<file path="config.mk">
export PLATFORM = sky130hd
export DESIGN_NAME = synch_down_timer
export DESIGN_NICKNAME = d
export VERILOG_FILES = /design/src/rtl/synch_pkg.sv /design/src/rtl/synch_prescaler.sv /design/src/rtl/synch_down_timer.sv
export SDC_FILE = /design/constraint.sdc
export NUM_CORES = 1
export LEC_CHECK = 0
export ABC_AREA = 1
export CORE_ASPECT_RATIO = 1.25
export CORE_MARGIN = 2
export CORE_UTILIZATION = 35
export CTS_CLUSTER_DIAMETER = 120
export CTS_CLUSTER_SIZE = 12
export DETAILED_ROUTE_END_ITERATION = 16
export MAX_ROUTING_LAYER = met4
export SETUP_SLACK_MARGIN = 0.4
export SLEW_MARGIN = 10
export SYNTH_ARGS = -nofsm -noshare
export SYNTH_HDL_FRONTEND = slang
export SYNTH_SLANG_ARGS = --single-unit
</file>
<file path="constraint.sdc">
create_clock -name clk -period 1.84 [get_ports clk]
set_clock_uncertainty 0.1 [all_clocks]
set_input_delay 0.276 -clock clk [delete_from_list [all_inputs] [get_ports clk]]
set_output_delay 0.276 -clock clk [all_outputs]
set_load 0.005 [all_outputs]
</file>
<file path="src/rtl/synch_pkg.sv">
// Shared types and constants for the synchronous counter library (up counter and down timer).
package synch_pkg;

  localparam int SYNCH_WIDTH = 4;

  typedef enum logic [1:0] {
    IDLE    = 2'd0,
    RUN     = 2'd1,
    EXPIRED = 2'd2
  } state_t;

endpackage

</file>
<file path="src/rtl/synch_prescaler.sv">
// Tick generator for the down timer: one tick every PRESCALE enabled cycles.
module synch_prescaler #(
  parameter int PRESCALE = 4
) (
  input  logic clk,
  input  logic rst,
  input  logic clr,
  input  logic en,
  output logic tick
);

  localparam int PW = (PRESCALE > 1) ? $clog2(PRESCALE) : 1;

  logic [PW-1:0] cnt;

  // tick marks the enabled cycle on which the counter wraps back to 0
  assign tick = en && (cnt == PW'(PRESCALE - 1));

  always_ff @(posedge clk or posedge rst) begin
    if (rst) begin
      cnt <= '0;
    end else if (clr) begin
      cnt <= '0;
    end else if (en) begin
      cnt <= tick ? '0 : cnt + PW'(1);
    end
  end

endmodule

</file>
<file path="src/rtl/synch_down_timer.sv">
// Programmable down counter/timer with load handshake, one-shot or auto-reload, terminal-count pulse.
// Optional build macro SYNCH_DOWN_PRESCALE_EN: count steps only every PRESCALE enabled cycles.
//
// state   | meaning
// IDLE    | after reset or stop, waiting for a load
// RUN     | counting down toward terminal count
// EXPIRED | one-shot finished (or zero loaded), outBus holds 0
module synch_down_timer
  import synch_pkg::*;
#(
  parameter int WIDTH    = SYNCH_WIDTH,
  parameter int PRESCALE = 4
) (
  input  logic             clk,
  input  logic             rst,
  input  logic             en,
  input  logic             stop,
  input  logic             load_valid,
  input  logic [WIDTH-1:0] load_data,
  input  logic             load_auto,
  output logic             load_ready,
  output logic [WIDTH-1:0] outBus,
  output logic             tc,
  output logic             busy
);

  state_t           state, state_nxt;
  logic [WIDTH-1:0] count, count_nxt;
  logic [WIDTH-1:0] reload, reload_nxt;
  logic             auto_q, auto_nxt;
  logic             tc_q, tc_nxt;
  logic             load_acc;
  logic             run_en;
  logic             tick;
  logic             step;

  assign load_acc = load_valid && load_ready;
  assign run_en   = (state == RUN) && en;

`ifdef SYNCH_DOWN_PRESCALE_EN
  synch_prescaler #(
    .PRESCALE(PRESCALE)
  ) u_prescaler (
    .clk  (clk),
    .rst  (rst),
    .clr  (load_acc || stop),
    .en   (run_en),
    .tick (tick)
  );
`else
  // Without the prescaler every enabled RUN cycle is a step; any legal PRESCALE (>=1) yields 1.
  assign tick = (PRESCALE > 0);
`endif

  assign step = run_en && tick;

  always_ff @(posedge clk or posedge rst) begin
    if (rst) begin
      state <= IDLE;
    end else begin
      state <= state_nxt;
    end
  end

  always_comb begin
    state_nxt = state;
    if (stop) begin
      state_nxt = IDLE;
    end else if (load_acc) begin
      state_nxt = (load_data != '0) ? RUN : EXPIRED;
    end else if (step && (count == WIDTH'(1)) && !auto_q) begin
      state_nxt = EXPIRED;
    end
  end

  always_comb begin
    busy       = (state == RUN);
    load_ready = (state != RUN) && !stop;
  end

  always_comb begin
    count_nxt  = count;
    reload_nxt = reload;
    auto_nxt   = auto_q;
    tc_nxt     = 1'b0;
    if (stop) begin
      count_nxt = '0;
    end else if (load_acc) begin
      count_nxt = load_data;
      if (load_data != '0) begin
        reload_nxt = load_data;
        auto_nxt   = load_auto;
      end else begin
        tc_nxt = 1'b1;
      end
    end else if (step) begin
      if (count > WIDTH'(1)) begin
        count_nxt = count - WIDTH'(1);
      end else begin
        // terminal step: reload for periodic mode, park at zero for one-shot
        tc_nxt    = 1'b1;
        count_nxt = auto_q ? reload : '0;
      end
    end
  end

  always_ff @(posedge clk or posedge rst) begin
    if (rst) begin
      count  <= '0;
      reload <= '0;
      auto_q <= 1'b0;
      tc_q   <= 1'b0;
    end else begin
      count  <= count_nxt;
      reload <= reload_nxt;
      auto_q <= auto_nxt;
      tc_q   <= tc_nxt;
    end
  end

  assign outBus = count;
  assign tc     = tc_q;

endmodule

</file>
* After elaboration in Yosys (flattened, before gate mapping) *
Index checks and enable logic that the tools add are counted.

cells by class
  equality and inequality tests = 3
  magnitude comparators = 1
  bitwise logic cells = 1
  reductions and logical operators = 11
  $add $sub $neg = 1
  muxes and demuxes = 14

operators by type and width
  operator             number
  $mux 4               5
  $mux 2               4
  $reduce_bool 3->1    2
  $logic_and 1x1->1    5
  $mux 1               5
  $eq 4x1->1 const B   1
  $gt 4x1->1 const B   1
  $reduce_bool 4->1    1
  $sub 4x1->4 const B  1
  $reduce_and 3->1     1
  $eq 2x1->1 const B   1
  $logic_not 1->1      2
  $ne 2x1->1 const B   1
  $not 1->1            1

word-level totals
  output and inout port bits = 7
  flip-flop bits (word level) = 12
  word-level logic and storage cells = 36
  input port bits = 10

* Depth between registers and ports, before layout *
Gate-level depths: netlist of the first run.

  depth after elaboration = 7
  mapped depth = 10
  gate-level depth less buffers = 10

* Worst setup path before layout of the first run *
Ideal clock, no wire load.

  path kind = reg-to-reg
  start point = reg count[0] (netlist: outBus[0])
  end point = reg count[0] (netlist: outBus[0])
  library setup time = 0.118 ns
  arrival time = 1.174 ns
  data required time = 1.622 ns
  path buffers = 0
  slack = 0.448 ns
  cell stages (with the launch flop) = 11
  period minus slack after synthesis = 1.392 ns
  cell sequence = dfrtp_1 inv_1 ha_1 inv_1 nand2_1 nand2_1 inv_1 nand2_1 nand3_1 nand3_1 nand2_1

between the ends
  cells in the longest elaborated chain, start to end = 5
  elaborated cells between the ends (all ways) = 6
  classes of those cells = add/sub (1); order compare (1); mux (4)

RTL lines
  element                                    RTL line                                        source
  start, declared                            synch_down_timer.sv:28                          logic [WIDTH-1:0] count, count_nxt;
  start signal, assigned                     synch_down_timer.sv:114                         count <= count_nxt;
  $sub 4x1->4 or $gt 4x1->1 (tied branches)  synch_down_timer.sv:98, synch_down_timer.sv:97
  $mux 4 (*)                                 synch_down_timer.sv:97                          if (count > WIDTH'(1)) begin
  $mux 4 (*)                                 synch_down_timer.sv:96                          end else if (step) begin
  $mux 4 (*)                                 synch_down_timer.sv:88                          end else if (load_acc) begin
  $mux 4 (*)                                 synch_down_timer.sv:86                          if (stop) begin

Every way passes the cells marked *; elsewhere a longest branch is shown, timed or not. The select of a mux whose other input is x is not followed.
A chain may end at the register's enable or synchronous reset.

* Worst setup path after layout of the first run *
  start point = reg count[0] (netlist: outBus[0])
  end point = out outBus[0]

RTL lines
  element        RTL line                source
  end, declared  synch_down_timer.sv:22  output logic [WIDTH-1:0] outBus,

No word-level cell between the ends.

==> results of run 1 <==
path summary, 6_finish.rpt:
path	end	slack, ns	depth (start not counted)
worst max-delay path	outBus[0]	0.45	2
worst min-delay path	reload[0]	0.21	2
worst max register to register	reload[1]	0.46	7
worst min register to register	reload[2]	0.39	2
max in group asynchronous	outBus[1]	1.10	2
min in group clk	outBus[2]	0.32	4
final cells by class:
| class | count | area share |
|---|---|---|
| sequential | 12 | 0.275 |
| inverter | 23 | 0.0836 |
| tap | 20 | 0.0229 |
| multi-input combinational | 74 | 0.375 |
| clock buffer | 4 | 0.0332 |
| timing repair buffer | 26 | 0.211 |
power by group:
part           internal, mW  switching, mW  leakage (nW)
Clock                 0.120         0.0911        0.0210
Sequential            0.300         0.0286         0.155
Combinational         0.147          0.170         0.423
Total                 0.566          0.290         0.599
registers in the layout, indices dropped and copies added (netlist names):
register / flops
reload: 4
state: 2
auto_q: 1
outBus: 4
tc: 1
logic make-up (layout without fill, tap and decap cells):
kind of cell,after synthesis,count (layout),share of synthesized area
and+or+nand+nor,63,63,0.382
adders and majority gates,2,2,0.0329
DFF,12,12,0.395
buffers and inverters,23,53,0.117
AOI/OAI and AO/OA,9,9,0.0740
worst max-delay path, delay by kind of cell, from the launching register on:
family | cells | cell delay [ns]
buf+inv | 2 | 0.32
flops | 1 | 0.42
cell usage in the layout (no fill, tap or decap), types with 2 or more instances in the layout:
master and count:
nand2_1 32, inv_1 14, nand3_1 13, dfrtp_1 12
clkdlybuf4s50_1 8, buf_4 8, inv_2 7, nor2_1 6
dlygate4sd2_1 4, nand2_2 3, clkbuf_4 3, inv_4 2
o21ai_1 2, nor2_2 2, a21oi_1 2, o21ai_0 2
nand4_1 2, clkbuf_2 2, buf_6 2
metrics by stage:
stage | hold WS, ns | total power [mW]
after detailed placement | 0.368 | 0.594
after global placement | 0.369 | 0.589
final | 0.214 | 0.856
after CTS | 0.225 | 0.819
after global routing | 0.259 | 0.923
after floorplan | 0.0407 | 0.496
what timing repair did:
| action | in CTS | in global routing |
|---|---|---|
| setup endpoints to repair | 11 | 14 |
| hold buffers | 0 | 0 |
| gates resized for setup | 12 | 21 |
| setup buffers | 5 | 4 |
| pin swaps | 1 | 3 |
metal layers:
layer	wire length, µm	vias to the layer above	GRT usage
li1	-	402	-
met1	777	369	0.189
met2	946	12	0.300
met3	46	5	0.0195
met4	40	0	0.0612
met5	0	-	-
==> impl_metrics.py, run 1 <==
metrics = {
    "route": {
        "drc": 0,
        "dr_total_vias": 788,
        "routed_wirelength_um": 1810,
        "firstDrtPassIters": 4,
        "wl_per_cell_um": 11.4,
        "final_antenna_net_count": 0,
        "via_per_inst": 4.96,
        "drt_iter0_markers": 11,
    },
    "pwr": {
        "vdd_ir_drop_max_mv": 0.486,
        "p_per_area_nw_per_um2": 784,
        "p_leak_nw": 0.599,
    },
    "synthesis": {
        "yosysMostFrequentCell": "nand2_1",
        "netlist_top_cells_count": "nand2_1, inv_1, nand3_1",
        "synthCells": 109,
        "synth.top_cell.area_share": 0.395,
        "synth_fp_nets": 121,
        "synthFlopType": "dfrtp_1",
        "async_flop_share": 1.00,
        "synth_edf_count": 0,
        "synth-seq-cells": 12,
        "ys_types": 18,
        "ys_seq_area_frac": 0.395,
        "synthTopCellsByArea": "dfrtp_1, nand2_1, inv_1",
        "syn_area_um2": 761,
        "syn_avg_cell_area_um2": 6.98,
        "yosys_warnings": 0,
        "yosysTopAreaCell": "dfrtp_1",
    },
    "sta": {
        "worst_slew_pin_slew_ns": 0.485,
        "fin_crit_sh": 0.757,
        "rsz0062_at_grt": "true",
        "setup_viol": 0,
        "final.min_clock_period_ns": 1.39,
        "slew_viol_final": 0,
        "hold_viol_final": 0,
        "relSlewSlack": 0.676,
        "max_clock_freq_ghz": 0.718,
        "layout_setup_ws_ns": 0.446,
        "fin_setup_tns_ns": 0,
    },
    "setup_path": {
        "arrival_ns": 1.02,
        "slowest_stage": "dfrtp_1",
        "critPathLaunchType": "register",
        "end_kind": "output pin",
        "cp-startpoint": "outBus[0]",
        "path_class": "reg2out",
        "r2r_start": "state[0]",
        "cp_max_fo": 3,
        "cpPeakStageDelay_ns": 0.42,
        "worstPathCellList": "buf_6 > clkdlybuf4s15_1",
        "cp.required_ns": 1.46,
    },
    "die": {
        "ios": 17,
        "initial_core_util": 0.375,
        "die_h_um": 56.1,
        "coreArea_um2": 2030,
        "fp-row-count": 18,
        "die_x_um": 45.7,
        "dieArea_um2": 2560,
    },
    "layout": {
        "layout.nets": 152,
        "fin_area_um2": 1090,
        "post-route-util": 0.539,
        "fillCellCount": 210,
        "multiInputGateArea_um2": 409,
        "antenna-diode-count": 0,
        "layout.cells.non_filler": 159,
        "ff_latch_area_um2": 300,
        "drive_gt1_frac": 0.273,
        "syn_to_final_growth_pct": 43.6,
    },
    "clock_network": {
        "cts.sink_count": 12,
        "htree_num_levels": 1,
        "clock_latency_ns": 0.28,
        "cts_tree": "yes",
        "cts_max_path_buffers": 2,
        "clk_pin_slew_ns": 0.08,
        "cts_made_buffers": 3,
        "cts-root-buf": "clkbuf_4",
    },
    "run": {
        "max-cap-violations": 0,
    },
    "min_path": {
        "hold_path.class": "in2async",
    },
    "grt": {
        "antenna_found_initial": 0,
        "grt_max_degree": 13,
        "grt_usage": 0.170,
        "grt_pass1_wl_um": 3240,
        "overflow": 0,
        "grt_pass1_vias": 823,
    },
    "placement": {
        "gp_congestion": 0.824,
        "hpwlAfterDp_um": 1350,
        "dpl_cell_area_um2": 953,
        "place_inst": 146,
        "port_buffers": 16,
        "pre_cts_ws_ns": 0.0903,
    },
    "status": {
        "status": "finished clean",
    },
}
Note: power is estimated with default switching activity, not from simulation.
==> inputs of run 2 (changes only) <==
==> constraint.sdc (replaced) <==
create_clock -name clk -period 1.2 [get_ports clk]
set_clock_uncertainty 0.1 [all_clocks]
set_input_delay 0.18 -clock clk [delete_from_list [all_inputs] [get_ports clk]]
set_output_delay 0.18 -clock clk [all_outputs]
set_load 0.005 [all_outputs]
==> impl_metrics.py, run 2 (synthesis results as in run 1) <==
metrics = {
    "status": {
        "status": "finished with violations",
        "violations": "setup timing",
    },
    "setup_path": {
        "critPathLaunchType": "register",
        "r2r_cells": 9,
        "cp-startpoint": "outBus[1]",
        "cp_max_fo": 4,
        "cp.required_ns": 1.27,
        "arrival_ns": 1.48,
        "path_class": "reg2reg",
        "r2r-end": "tc",
        "r2r_start": "outBus[1]",
        "end_kind": "register",
        "r2r_slack_ns": -0.20,
        "crit_end": "tc",
    },
    "sta": {
        "max_clock_freq_ghz": 0.713,
        "hold_viol_final": 0,
        "final.min_clock_period_ns": 1.40,
        "rsz0062_at_grt": "true",
        "fin_crit_sh": 1.17,
        "worst_slew_pin_slew_ns": 0.251,
        "slew_viol_final": 0,
        "relSlewSlack": 0.833,
        "layout_setup_ws_ns": -0.202,
        "setup_viol": 15,
    },
    "clock_network": {
        "htree_num_levels": 1,
        "clock_latency_ns": 0.27,
        "cts.sink_count": 12,
        "cts_made_buffers": 3,
        "clk_pin_slew_ns": 0.08,
        "cts_max_path_buffers": 2,
        "hold_buffers": 0,
        "cts_tree": "yes",
        "cts-root-buf": "clkbuf_4",
    },
    "run": {
        "max-cap-violations": 0,
    },
    "route": {
        "dr_total_vias": 843,
        "routed_wirelength_um": 2040,
        "via_per_inst": 4.79,
        "final_antenna_net_count": 0,
        "firstDrtPassIters": 4,
        "drc": 0,
        "wl_per_cell_um": 11.6,
        "drt_iter0_markers": 9,
    },
    "die": {
        "fp-row-count": 18,
        "die_x_um": 45.7,
        "dieArea_um2": 2560,
        "ios": 17,
        "die_h_um": 56.1,
        "coreArea_um2": 2030,
        "initial_core_util": 0.375,
    },
    "placement": {
        "hpwlAfterDp_um": 1510,
        "place_inst": 160,
        "port_buffers": 16,
        "gp_congestion": 0.796,
    },
    "grt": {
        "grt_pass1_wl_um": 3480,
        "grt_max_degree": 13,
        "grt_usage": 0.188,
        "overflow": 0,
        "grt_pass1_vias": 847,
        "antenna_found_initial": 0,
    },
    "layout": {
        "layout.cells.non_filler": 176,
        "final_cell_mix": "nand2_1, buf_4, inv_1",
        "post-route-util": 0.652,
        "syn_to_final_growth_pct": 73.8,
        "mostFrequentLayoutCell": "nand2_1",
        "antenna-diode-count": 0,
        "layout.nets": 169,
        "drive_gt1_frac": 0.468,
    },
    "pwr": {
        "p_per_area_nw_per_um2": 1140,
        "p_leak_nw": 0.693,
        "vdd_ir_drop_max_mv": 0.748,
    },
    "min_path": {
        "hold_path.class": "in2async",
    },
}
## run 2: cell types whose count changed in the layout (fill, tap and decap cells not counted), sizes merged
cell           before  now
buf                10   33
clkbuf              6    5
dlymetal6s2s        1    0
dlygate4sd2         4    0
clkdlybuf4s15       1    0
clkdlybuf4s50       8    9
## run 2: worst max-delay path: stages (launching register included)
cell	delay, ns
dfrtp_1	0.40
buf_6	0.13
inv_6	0.06
ha_4	0.14
inv_4	0.04
nand2_4	0.08
nand2_4	0.07
inv_2	0.06
a21oi_1	0.05
nor3_1	0.17
## run 2: how the worst min path moves through the flow
stage | from | endpoint | slack [ns] | cells after the start
after CTS | rst | auto_q | 0.09 | 3
after global routing | rst | auto_q | 0.13 | 3
final | rst | auto_q | 0.09 | 3
after detailed placement | state[1] | state[1] | 0.38 | 2
after floorplan | rst | auto_q | -0.06 | 1
after global placement | state[1] | state[1] | 0.37 | 2
## run 2: layer usage
layer / global-route usage / vias up / part of all wire
li1: - / 431 / -
met1: 0.208 / 391 / 0.39
met4: 0.0694 / 0 / 0.020
met5: - / - / 0
met2: 0.322 / 17 / 0.55
met3: 0.0325 / 4 / 0.035
## run 2: final cells by class
| type | instances | area (µm²) |
|---|---|---|
| fill | 170 | 704 |
| multi-input combinational | 74 | 483 |
| sequential | 12 | 300 |
| tap | 20 | 25.0 |
| inverter | 23 | 104 |
| timing repair buffer | 43 | 374 |
| clock buffer | 4 | 36.3 |
## run 2: where the power goes
| group | switching [mW] | internal [mW] |
|---|---|---|
| sequential | 0.0460 | 0.459 |
| clock | 0.135 | 0.184 |
| combinational | 0.340 | 0.336 |
## run 2: stage by stage
step | area, µm² | hold slack [ns] | setup TNS (ns) | total power [mW] | setup WS [ns]
floorplan | 787 | -0.0553 | -0.254 | 0.792 | -0.0746
global placement | 1080 | 0.372 | -3.78 | 1.00 | -0.324
detailed placement | 1080 | 0.378 | -3.93 | 1.01 | -0.343
CTS | 1210 | 0.0879 | -2.18 | 1.43 | -0.176
global route | 1320 | 0.133 | -3.89 | 1.62 | -0.324
finish | 1320 | 0.0901 | -2.45 | 1.50 | -0.202
## run 2: what timing repair did
item | in CTS | in global routing
endpoints found under the setup margin | 19 | 19
resized for setup | 44 | 22
endpoints found under the hold margin | 0 | 0
pin swaps | 15 | 9
buffers inserted | 8 | 4
